--- src/rtl/hsi_tx_frame_arb.sv ---
// N-channel HSI TX arbiter/framer: payload, CRC-16/CCITT, then inter-frame gap; one registered output stage that stalls on tx_rdy.
// Define HSI_TX_RR_EN for round-robin arbitration; otherwise fixed priority with index 0 highest.
module hsi_tx_frame_arb #(
  parameter int          N_CH      = 5,
  parameter int          GAP_TICKS = 4800,
  parameter int          GAP_W     = 13,
  parameter int          MAX_LEN   = 255,
  parameter logic [15:0] CRC_INIT  = 16'hFFFF
) (
  input  logic              clk,
  input  logic              n_rst,
  input  logic [N_CH-1:0]   ch_req,
  input  logic [N_CH-1:0]   ch_reply,
  input  logic [8*N_CH-1:0] ch_d,
  input  logic [N_CH-1:0]   ch_d_vld,
  input  logic [N_CH-1:0]   ch_last,
  output logic [N_CH-1:0]   ch_grant,
  output logic [N_CH-1:0]   ch_d_ack,
  output logic [7:0]        tx_d,
  output logic              tx_d_vld,
  input  logic              tx_rdy,
  output logic              frame_end,
  output logic [N_CH-1:0]   reply_wait,
  output logic              len_err
);

  localparam int IDX_W = (N_CH > 1) ? $clog2(N_CH) : 1;
  localparam int LEN_W = $clog2(MAX_LEN + 1);
  localparam logic [LEN_W-1:0] LEN_MAX  = LEN_W'(MAX_LEN);
  localparam logic [GAP_W-1:0] GAP_LAST = (GAP_TICKS > 0) ? GAP_W'(GAP_TICKS - 1) : '0;

  typedef enum logic [2:0] {
    S_IDLE, S_DATA, S_CRC_HI, S_CRC_LO, S_TAIL, S_GAP
  } state_t;

  state_t            state_q;
  logic [IDX_W-1:0]  gidx_q;
  logic [N_CH-1:0]   grant_q;
  logic [15:0]       crc_q;
  logic [LEN_W-1:0]  len_q;
  logic [GAP_W-1:0]  gap_q;
  logic [7:0]        tx_d_q;
  logic              tx_vld_q;
  logic              frame_end_q;
  logic [N_CH-1:0]   reply_wait_q;
  logic              len_err_q;
`ifdef HSI_TX_RR_EN
  logic [IDX_W-1:0]  last_q;
`endif

  logic              can_load, xfer, take;
  logic              sel_vld, sel_last;
  logic [7:0]        sel_d;
  logic [15:0]       crc_d;
  logic [LEN_W-1:0]  len_d;
  logic              req_any;
  logic [IDX_W-1:0]  req_idx;
  logic [N_CH-1:0]   grant_d;

  // Bit-serial form of x^16 + x^12 + x^5 + 1, MSB first.
  function automatic logic [15:0] crc_fold(input logic [15:0] c, input logic [7:0] b);
    logic [15:0] r;
    logic        fb;
    r = c;
    for (int i = 7; i >= 0; i--) begin
      fb = r[15] ^ b[i];
      r  = {r[14:0], 1'b0} ^ (fb ? 16'h1021 : 16'h0000);
    end
    return r;
  endfunction

  assign can_load = !tx_vld_q || tx_rdy;
  assign xfer     = tx_vld_q && tx_rdy;

  always_comb begin
    sel_vld  = 1'b0;
    sel_last = 1'b0;
    sel_d    = 8'h00;
    for (int i = 0; i < N_CH; i++) begin
      if (gidx_q == IDX_W'(i)) begin
        sel_vld  = ch_d_vld[i];
        sel_last = ch_last[i];
        sel_d    = ch_d[8*i +: 8];
      end
    end
  end

  assign take     = (state_q == S_DATA) && sel_vld && can_load;
  assign ch_d_ack = take ? grant_q : '0;
  assign crc_d    = crc_fold(crc_q, sel_d);
  assign len_d    = len_q + 1'b1;

  always_comb begin
    req_any = 1'b0;
    req_idx = '0;
    grant_d = '0;
`ifdef HSI_TX_RR_EN
    for (int k = 0; k < N_CH; k++) begin
      int j;
      j = (int'(last_q) + 1 + k) % N_CH;
      if (!req_any && ch_req[j]) begin
        req_any = 1'b1;
        req_idx = IDX_W'(j);
      end
    end
`else
    for (int k = N_CH - 1; k >= 0; k--) begin
      if (ch_req[k]) begin
        req_any = 1'b1;
        req_idx = IDX_W'(k);
      end
    end
`endif
    grant_d[req_idx] = 1'b1;
  end

  always_ff @(posedge clk or negedge n_rst) begin
    if (!n_rst) begin
      state_q      <= S_IDLE;
      gidx_q       <= '0;
      grant_q      <= '0;
      crc_q        <= CRC_INIT;
      len_q        <= '0;
      gap_q        <= '0;
      tx_d_q       <= 8'h00;
      tx_vld_q     <= 1'b0;
      frame_end_q  <= 1'b0;
      reply_wait_q <= '0;
      len_err_q    <= 1'b0;
`ifdef HSI_TX_RR_EN
      last_q       <= IDX_W'(N_CH - 1);
`endif
    end else begin
      frame_end_q <= 1'b0;
      // A transferred byte empties the stage unless a new byte loads below.
      if (xfer) tx_vld_q <= 1'b0;
      case (state_q)
        S_IDLE: begin
          if (req_any) begin
            gidx_q  <= req_idx;
            grant_q <= grant_d;
            crc_q   <= CRC_INIT;
            len_q   <= '0;
            state_q <= S_DATA;
`ifdef HSI_TX_RR_EN
            last_q  <= req_idx;
`endif
          end
        end
        S_DATA: begin
          if (take) begin
            tx_d_q   <= sel_d;
            tx_vld_q <= 1'b1;
            crc_q    <= crc_d;
            len_q    <= len_d;
            if (sel_last) begin
              state_q <= S_CRC_HI;
            end else if (len_d == LEN_MAX) begin
              len_err_q <= 1'b1;
              state_q   <= S_CRC_HI;
            end
          end
        end
        S_CRC_HI: begin
          if (can_load) begin
            tx_d_q   <= crc_q[15:8];
            tx_vld_q <= 1'b1;
            state_q  <= S_CRC_LO;
          end
        end
        S_CRC_LO: begin
          if (can_load) begin
            tx_d_q   <= crc_q[7:0];
            tx_vld_q <= 1'b1;
            state_q  <= S_TAIL;
          end
        end
        S_TAIL: begin
          // Frame ends when the CRC low byte is actually accepted by the coder.
          if (xfer) begin
            frame_end_q <= 1'b1;
            grant_q     <= '0;
            if (GAP_TICKS == 0) begin
              state_q <= S_IDLE;
            end else begin
              state_q      <= S_GAP;
              reply_wait_q <= grant_q & ch_reply;
            end
          end
        end
        S_GAP: begin
          if (gap_q == GAP_LAST) begin
            gap_q        <= '0;
            reply_wait_q <= '0;
            state_q      <= S_IDLE;
          end else begin
            gap_q <= gap_q + 1'b1;
          end
        end
        default: state_q <= S_IDLE;
      endcase
    end
  end

  assign ch_grant   = grant_q;
  assign tx_d       = tx_d_q;
  assign tx_d_vld   = tx_vld_q;
  assign frame_end  = frame_end_q;
  assign reply_wait = reply_wait_q;
  assign len_err    = len_err_q;

endmodule

--- config.mk ---
export PLATFORM = sky130hd
export DESIGN_NAME = hsi_tx_frame_arb
export DESIGN_NICKNAME = d
export VERILOG_FILES = /design/src/rtl/hsi_tx_frame_arb.sv
export SDC_FILE = /design/constraint.sdc
export NUM_CORES = 1
export LEC_CHECK = 0
export BUFFER_PORTS_ARGS = -buffer_cell sky130_fd_sc_hd__buf_2
export CORE_ASPECT_RATIO = 1.75
export CORE_UTILIZATION = 30
export CTS_BUF_LIST = sky130_fd_sc_hd__clkbuf_4 sky130_fd_sc_hd__clkbuf_8 sky130_fd_sc_hd__clkbuf_16
export DETAILED_ROUTE_END_ITERATION = 8
export GPL_TIMING_DRIVEN = 0
export PLACE_DENSITY = 0.57
export SKIP_LAST_GASP = 1
export SLEW_MARGIN = 20
export SYNTH_ARGS = -nofsm -noshare
export SYNTH_HDL_FRONTEND = slang
export SYNTH_SLANG_ARGS = --single-unit
export TNS_END_PERCENT = 1
--- constraint.sdc ---
create_clock -name clk -period 3.2 [get_ports clk]
set_input_delay 0.32 -clock clk [delete_from_list [all_inputs] [get_ports clk]]
set_output_delay 0.32 -clock clk [all_outputs]
set_load 0.005 [all_outputs]
Word level (Yosys, flattened, before mapping). Index checks and enable logic that the tools add are counted.

Flip-flop bits (word level): 64. Input port bits: 63. Output and inout bits: 26. Word-level logic and storage cells: 139.

$add $sub $neg: 2. Magnitude comparators: 2. Eq/ne operators: 18. Mux-type cells: 68. Bitwise operators: 18. Reduce and logical (&&, ||, !) cells: 20.

Operators by type and width (count): XOR 16 x 13 -> 16 bit (8); two-way mux 13 bit (9); two-way mux 8 bit (10); two-way mux 3 bit (13); two-way mux 16 bit (2); one-hot mux 16 bit (2 select lines) (1); two-way mux 5 bit (5); one-hot mux 8 bit (3 select lines) (1); two-way mux 1 bit (21); one-hot mux 5 bit (2 select lines) (2); one-hot mux 3 bit (6 select lines) (1); one-hot mux 8 bit (2 select lines) (1); adder 13 x 1 -> 13 bit (second input constant) (1); == test 13 bit (second input constant) (1); == test 3 x 2 -> 1 bit (second input constant) (4); != test 2 bit (second input constant) (6); == test 3 bit (second input constant) (3); AND reduction 3 bit (3); adder 8 x 1 -> 8 bit (second input constant) (1); == test 8 bit (second input constant) (1); AND reduction 4 bit (2); XOR 1 bit (8); AND reduction 7 bit (1); == test 3 x 1 -> 1 bit (second input constant) (2); other kinds (15) (21).

Longest topological paths before layout. Gate-level depths: netlist (run 1).

Depth after elaboration: 32. Gate-level depth with buffers: 9. Depth with buffers taken out: 8.

Worst setup path after synthesis (run 1). OpenSTA, ideal clock, no wires.

Path type: reg2out. Start point: reg gidx_q[0]. End point: out ch_d_ack[4]. Arrival: 1.817 ns. Required time: 2.880 ns. Slack: 1.063 ns. Cell stages (with the launch flop): 9. Buffers on the path: 4. Cells stage by stage: dfrtp_1 buf_6 buf_12 a21boi_0 o32ai_1 and3_1 buf_2 buf_2 and2_1.

Longest elaborated chain between the ends: 9. Elaborated cells on any way between the ends: 13. Classes of those cells: eq/ne: 4; mux: 6; reduce/logical: 3.

Ends and longest elaborated chain: from (decl) (RTL line 37) `logic [IDX_W-1:0] gidx_q;`; from (signal assigned) (RTL line 140) `gidx_q <= req_idx;`; logical NOT 3 bit (RTL line 80) `if (gidx_q == IDX_W'(i)) begin`; two-way mux 1 bit (4 in a row) (RTL line 80); two-way mux 1 bit * (RTL line 80); logical AND 1 bit * (2 in a row) (RTL line 88) `assign take = (state_q == S_DATA) && sel_vld && can_load;`; two-way mux 5 bit * (RTL line 89) `assign ch_d_ack = take ? grant_q : '0;`; to (decl) (RTL line 18) `output logic [N_CH-1:0] ch_d_ack,`.

Mark *: on every way between the ends. The rest lies on a longest branch, timed or not.

Worst setup path after layout (run 1). Same ends and word-level chain as after synthesis.

==> impl_metrics.csv, run 1 <==
group,metric,value,unit
worst_setup_path,end_kind,"output port",
worst_setup_path,r2r-end,"crc_q[12]$_DFFE_PN1P_",
worst_setup_path,worst-r2r-setup-slack,0.64,ns
timing,timing.final.max_slew_violations,0,
yosys,ys_types,57,
detailed_routing,detail_route.wl_per_cell,15.8,um
yosys,synthesis.area,3980,um2
timing,fmaxAchievable,342,MHz
timing,final.min_clock_period,2.92,ns
pwr,p_clk_share,53.1,%
detailed_routing,drt_drc_violations_left,0,
pwr,power_frac_seq,40.0,%
worst_setup_path,critPathRequiredTime,2.88,ns
yosys,synth_top_area_cell,"sky130_fd_sc_hd__dfrtp_1",
place,dpl.hpwl,8260,um
timing,grt_setup_unrepaired,"no",
yosys,synth.avg_cell_area,9.63,um2
worst_setup_path,arrival,2.60,ns
clock_tree,cts.root.buffer_cell,"sky130_fd_sc_hd__clkbuf_16",
timing,clock_skew,0.00773,ns
yosys,leading_post_synthesis_cells_by_instance_count,"sky130_fd_sc_hd__nand2_1 (57), sky130_fd_sc_hd__dfrtp_1 (48), sky130_fd_sc_hd__o21ai_0 (37)",
grt,antenna_found_initial,0,
flow_run,max-cap-violations,0,
pwr,ir_worst_vdd,0.263,mV
detailed_routing,drt_wl_total,10900,um
detailed_routing,num_vias,3454,
detailed_routing,drtAntennaViolNets,0,
yosys,synth_area_leaders,"sky130_fd_sc_hd__dfrtp_1 (30%), sky130_fd_sc_hd__dfstp_2 (11%), sky130_fd_sc_hd__mux2i_1 (5.8%)",
cells_and_area,final_nets,580,
place,io_buffer_count,88,
grt,globalRouteTotalUtil,17.3,%
timing,timing_hold_violations_final,0,
pwr,p_total,2.03,mW
timing,timing.setup.tns,0,ns
place,postPlaceCellArea,4660,um2
pwr,switching_share,21.1,%
clock_tree,cts.htree.levels,3,
timing,slew_headroom,51.2,%
floorplanning,die_outline_area,13700,um2
floorplanning,initial_core_util,30.7,%
cells_and_area,drive_above_1_share,31.6,%
worst_setup_path,worstSetupStartpoint,"gidx_q[0]$_DFFE_PN0P_",
clock_tree,ctsLongestPathBuffers,2,
pwr,share_comb_of_total_power,6.9,%
yosys,postSynthCellCount,413,
yosys,post_synth_edffs,0,
timing,setup_viol,0,
status,result_of_the_run,"complete, no violations",
clock_tree,cts_tree,"built",
timing,period_share,91.3,%
detailed_routing,dr.pass1.iters,4,
cells_and_area,post-route-cell-area,5000,um2
worst_setup_path,cp_max_fo,10,
yosys,yosys_warnings,0,
clock_tree,clk_pin_slew,0.05,ns
yosys,post_synth_net_total,479,
grt,grt_first_pass_wirelength,17800,um
yosys,count_of_state_elements_after_synthesis,64,
pwr,p_switching,0.429,mW
yosys,yosysTopAreaCellShare,30.2,%
worst_setup_path,start_kind,"flop",
hold_path,timing.hold.worst.class,"in2reg",
clock_tree,clock_latency_on_the_worst_skew_pair,0.33,ns
grt,grt_remaining_overflow,0,
yosys,ys_async_sr_fraction,100,%
pwr,power_density,406,nW/um2
cells_and_area,num_antenna_cells,0,
floorplanning,core.rowCount,55,
pwr,cellLeakagePower,2.25,nW
floorplanning,core-area,12900,um2
worst_setup_path,crit_type,"reg2out",
grt,pin_count_of_the_biggest_net_entering_global_routing,43,
worst_setup_path,capturing_element_of_the_worst_setup_path,"ch_d_ack[4]",
clock_tree,clock_sinks,64,
timing,worst-slew-pin-transition,0.732,ns
floorplanning,io_pins,89,
yosys,synthFlopType,"sky130_fd_sc_hd__dfrtp_1",
worst_setup_path,regToRegStartpoint,"gidx_q[0]$_DFFE_PN0P_",
floorplanning,die_height,154,um
clock_tree,cts-buffers-inserted,9,
grt,first_global_vias,3582,
floorplanning,dieWidth,89.0,um
place,place_congestion,0.816,
yosys,synth.most_common_cell,"sky130_fd_sc_hd__nand2_1",
detailed_routing,detailedRoute.firstIterationViolations,201,
detailed_routing,avgViaCountPerCell,5.01,
cells_and_area,syn_to_final_growth,25.8,%
pwr,internal-power,1.60,mW
yosys,synth-seq-area-share,40.8,%
worst_setup_path,timing.reg2reg.worst_path_depth,9,
## layout by cell type, fill, tap and decap left out, drive strengths merged, types with 2 or more instances in the layout
cell type | synthesis | final
clkinv | 0 | 2
a22oi | 6 | 6
a21oi | 22 | 22
dfrtp | 48 | 48
clkbuf | 9 | 21
nor2b | 5 | 5
and3 | 13 | 13
nand2 | 57 | 57
o21ai | 41 | 41
buf | 11 | 100
bufinv | 0 | 2
xor2 | 8 | 8
dfstp | 16 | 16
mux2 | 12 | 12
nor2 | 19 | 19
nor3b | 2 | 2
nand3 | 17 | 17
inv | 8 | 8
nor3 | 14 | 14
a211oi | 3 | 3
nand2b | 10 | 10
xnor2 | 24 | 24
nand4 | 4 | 4
and2 | 8 | 8
a221oi | 4 | 4
mux2i | 23 | 23
o31ai | 4 | 4
ha | 3 | 3
mux4 | 6 | 6
## timing repair
action | in CTS | in global routing
resized for setup | 0 | 1
setup endpoints to repair | 0 | 5
endpoints found under the hold margin | 12 | 0
hold buffers | 1 | 0
buffers inserted | 0 | 0
## state kept, by name, indices dropped and copies added, names as in the netlist
register,cells
len_err,1
gidx_q,3
reply_wait,5
crc_q,16
len_q,8
gap_q,13
state_q,3
tx_d_vld,1
tx_d,8
ch_grant,5
frame_end,1
## worst max-delay path, cell delays in order, from the launching register on
cell                       delay, ns
sky130_fd_sc_hd__dfrtp_1        0.37
sky130_fd_sc_hd__buf_6          0.17
sky130_fd_sc_hd__buf_12         0.16
sky130_fd_sc_hd__a21boi_0       0.13
sky130_fd_sc_hd__o32ai_2        0.43
sky130_fd_sc_hd__and3_1         0.21
sky130_fd_sc_hd__buf_2          0.22
sky130_fd_sc_hd__buf_2          0.30
sky130_fd_sc_hd__and2_1         0.16
sky130_fd_sc_hd__buf_2          0.10
## per-stage QoR
| stage | utilization, % | cells | setup WS, ns | hold WS (ns) |
|---|---|---|---|---|
| after detailed placement | 36.0 | 673 | 0.444 | 0.250 |
| final | 38.7 | 690 | 0.278 | 0.222 |
| after global routing | 38.7 | 690 | 0.130 | 0.226 |
| after global placement | 35.8 | 672 | 0.436 | 0.460 |
| after floorplan | - | 413 | 1.06 | 0.0244 |
| after CTS | 38.6 | 690 | 0.0825 | 0.212 |
## final cells by class
| cell class | instances | area (um2) |
|---|---|---|
| clock buffers | 12 | 254 |
| repair buffers | 90 | 480 |
| fillers | 1363 | 7940 |
| flip-flops and latches | 64 | 1620 |
| inverters | 8 | 30.0 |
| well taps | 171 | 214 |
| plain buffers | 20 | 119 |
| clock inverters | 4 | 70.1 |
| multi-input cells | 321 | 2210 |
## how the worst min path moves through the flow
stage	startpoint	to	slack [ns]	cells after the start
finish	ch_req[0]	gidx_q[0]$_DFFE_PN0P_	0.22	2
global route	ch_req[0]	gidx_q[0]$_DFFE_PN0P_	0.23	2
detailed placement	n_rst	reply_wait[0]$_DFFE_PN0P_	0.25	1
CTS	ch_req[0]	gidx_q[0]$_DFFE_PN0P_	0.21	2
global placement	len_err$_DFFE_PN0P_	len_err$_DFFE_PN0P_	0.46	1
floorplan	n_rst	ch_grant[0]$_DFFE_PN0P_	0.02	0
## layer usage
layer	up-vias	global-route usage [%]	routed length, um
met5	-	0	0
met2	89	30.4	5900
li1	1674	-	-
met1	1668	19.7	4340
met4	0	8.92	299
met3	23	2.72	355
## power groups by stage
stage          Sequential, mW  Combinational [mW]  Clock [mW]
3_3_place_gp            0.824               0.133           0
5_1_grt                 0.810               0.154        1.14
6_report                0.811               0.141        1.08
2_1_floorplan           0.825              0.0673           0
4_1_cts                 0.811               0.143        1.10
3_5_place_dp            0.824               0.141           0
## cell families after synthesis
logic type	Yosys count	share of synthesized area [%]
simple gates	156	19.4
compound gates	89	14.4
flops	64	40.8
mux	41	12.7
xor+xnor	32	8.09
buf+inv	28	3.74
fa+ha+maj	3	0.944
Power figures use the tool's default switching activity.
==> inputs of run 2 (changes only) <==
--- a/config.mk
+++ b/config.mk
@@ -12,6 +12,7 @@
 export DETAILED_ROUTE_END_ITERATION = 8
 export GPL_TIMING_DRIVEN = 0
 export PLACE_DENSITY = 0.57
+export RECOVER_POWER = 50
 export SKIP_LAST_GASP = 1
 export SLEW_MARGIN = 20
 export SYNTH_ARGS = -nofsm -noshare
==> run 2 against run 1 <==
  * Via count up 0.46%
  * Count of clock-buffer cells in the layout is the same
  * Register-to-register slack barely moved
  * Critical path depth unchanged
  * Core utilization decreased by 0.26 points
  * Clock skew hardly changed
  * Combinational power down 4%
  * Maximum frequency hardly changed
  * Non-clock buffer count stayed put
  * Setup slack got worse by 0.0012 ns
  * Clock power barely moved
  * Wire length increased by 0.15%
  * Critical path type unchanged
  * Critical endpoint is now ch_d_ack[0]
  * Largest power group unchanged
==> impl_metrics.csv, run 2 (synthesized netlist as in run 1, its figures left out) <==
group,metric,value,unit
detailed_routing,drt_drc_violations_left,0,
clock_tree,cts.root.buffer_cell,"sky130_fd_sc_hd__clkbuf_16",
timing,setup_viol,0,
floorplanning,io_pins,89,
worst_setup_path,worst-r2r-setup-slack,0.64,ns
cells_and_area,final_cell_mix,"sky130_fd_sc_hd__buf_2 (88), sky130_fd_sc_hd__nand2_1 (57), sky130_fd_sc_hd__dfrtp_1 (48), sky130_fd_sc_hd__o21ai_0 (37), sky130_fd_sc_hd__mux2i_1 (23)",
place,io_buffer_count,88,
grt,globalRouteTotalUtil,17.3,%
timing,timing.setup.tns,0,ns
clock_tree,cts_tree,"built",
cells_and_area,number_of_flip_flops_in_the_largest_register,16,
worst_setup_path,timing.critical_path.cells,"buf_6 > buf_12 > a21boi_0 > o32ai_2 > and3_1 > buf_2 > buf_2 > and2_1 > buf_2",
floorplanning,dieWidth,89.0,um
worst_setup_path,end_kind,"output port",
clock_tree,clock_sinks,64,
cells_and_area,drive_above_1_share,30.3,%
cells_and_area,syn_to_final_growth,25.0,%
timing,timing_hold_violations_final,0,
detailed_routing,drtAntennaViolNets,0,
place,place_congestion,0.816,
grt,grt_remaining_overflow,0,
worst_setup_path,path_buf_inv,5,
worst_setup_path,crit_path_slowest_cell,"sky130_fd_sc_hd__o32ai_2",
clock_tree,ctsLongestPathBuffers,2,
cells_and_area,num_antenna_cells,0,
detailed_routing,dr.pass1.iters,4,
grt,grt_first_pass_wirelength,17800,um
detailed_routing,detail_route.wl_per_cell,15.8,um
timing,timing.final.max_slew_violations,0,
grt,pin_count_of_the_biggest_net_entering_global_routing,43,
worst_setup_path,cp_max_fo,10,
timing,fmaxAchievable,342,MHz
detailed_routing,detailedRoute.firstIterationViolations,199,
clock_tree,cts.htree.levels,3,
status,result_of_the_run,"complete, no violations",
cells_and_area,reg.largest.list,"crc_q: 16 flops, gap_q: 13 flops",
clock_tree,cts-buffers-inserted,9,
worst_setup_path,start_kind,"flop",
hold_path,timing.hold.worst.class,"in2reg",
worst_setup_path,critical-path-top-delay-family,"buffers and inverters",
floorplanning,die_outline_area,13700,um2
cells_and_area,final_nets,580,
floorplanning,die_height,154,um
timing,period_share,91.4,%
worst_setup_path,cpMostUsedCell,"sky130_fd_sc_hd__buf_2",
timing,hold_slack,0.217,ns
cells_and_area,final_core_util,38.4,%
pwr,cellLeakagePower,2.21,nW
timing,grt_setup_unrepaired,"no",
flow_run,max-cap-violations,0,
timing,clock_skew,0.00762,ns
cells_and_area,top_register,"crc_q",
timing,final.min_clock_period,2.92,ns
timing,worst-slew-pin-transition,1.28,ns
pwr,power_density,408,nW/um2
cells_and_area,layout_commonest_cell,"sky130_fd_sc_hd__buf_2",
clock_tree,clk_pin_slew,0.05,ns
worst_setup_path,critPathRequiredTime,2.88,ns
timing,slew_headroom,14.9,%
floorplanning,core-area,12900,um2
worst_setup_path,arrival,2.60,ns
place,dpl.hpwl,8260,um
worst_setup_path,crit_type,"reg2out",
grt,antenna_found_initial,0,
floorplanning,core.rowCount,55,
floorplanning,initial_core_util,30.7,%
clock_tree,clock_latency_on_the_worst_skew_pair,0.34,ns
detailed_routing,drt_wl_total,10900,um
pwr,ir_worst_vdd,0.266,mV
detailed_routing,num_vias,3470,
grt,first_global_vias,3582,
detailed_routing,avgViaCountPerCell,5.03,
worst_setup_path,cp_max_stage_delay,0.43,ns
-- run 2: power by group --
| part | switching, mW | internal (mW) | leakage, nW |
|---|---|---|---|
| registers | 0 | 0.811 | 0.825 |
| clock network | 0.362 | 0.718 | 0.163 |
| logic | 0.0687 | 0.0676 | 1.22 |
| total | 0.431 | 1.60 | 2.21 |
-- run 2: repair_timing --
action | 4_1_cts | 5_1_grt
setup buffers | 0 | 0
gates resized for setup | 0 | 1
hold endpoints to repair | 12 | 0
hold buffers | 1 | 0
endpoints found under the setup margin | 0 | 5
-- run 2: path summary, 6_finish.rpt --
| path | depth (start not counted) | endpoint | start |
|---|---|---|---|
| hold reg to reg | 2 | reply_wait[0]$_DFFE_PN0P_ | reply_wait[0]$_DFFE_PN0P_ |
| max in group asynchronous | 3 | tx_d[0]$_DFFE_PN0P_ | n_rst |
| setup / recovery | 9 | ch_d_ack[0] | gidx_q[0]$_DFFE_PN0P_ |
| hold / removal | 2 | gidx_q[0]$_DFFE_PN0P_ | ch_req[0] |
| min in group asynchronous | 2 | reply_wait[1]$_DFFE_PN0P_ | n_rst |
| setup reg to reg | 9 | crc_q[12]$_DFFE_PN1P_ | gidx_q[0]$_DFFE_PN0P_ |
-- run 2: layout make-up --
cell class,count,area (um2)
Buffer,20,119
Sequential cell,64,1620
Multi-Input combinational cell,321,2210
Inverter,8,30.0
Clock buffer,12,254
Timing Repair Buffer,90,447
Tap cell,171,214
Fill cell,1372,7970
Clock inverter,4,70.1
-- run 2: routing by layer --
metal  track usage, %  wire [um]  vias up
met4             8.92        331        0
met3             2.72        349       24
met1             19.7       4410     1679
li1                 -          -     1673
met2             30.4       5820       94
met5                0          0        -
-- run 2: per-stage QoR --
step / area [um2] / setup slack, ns / cells / power, mW
floorplan: 3980 / 1.06 / 413 / 0.892
global placement: 4630 / 0.436 / 672 / 0.958
detailed placement: 4660 / 0.444 / 673 / 0.965
CTS: 4990 / 0.0825 / 690 / 2.05
global route: 4970 / 0.130 / 690 / 2.10
finish: 4970 / 0.277 / 690 / 2.03
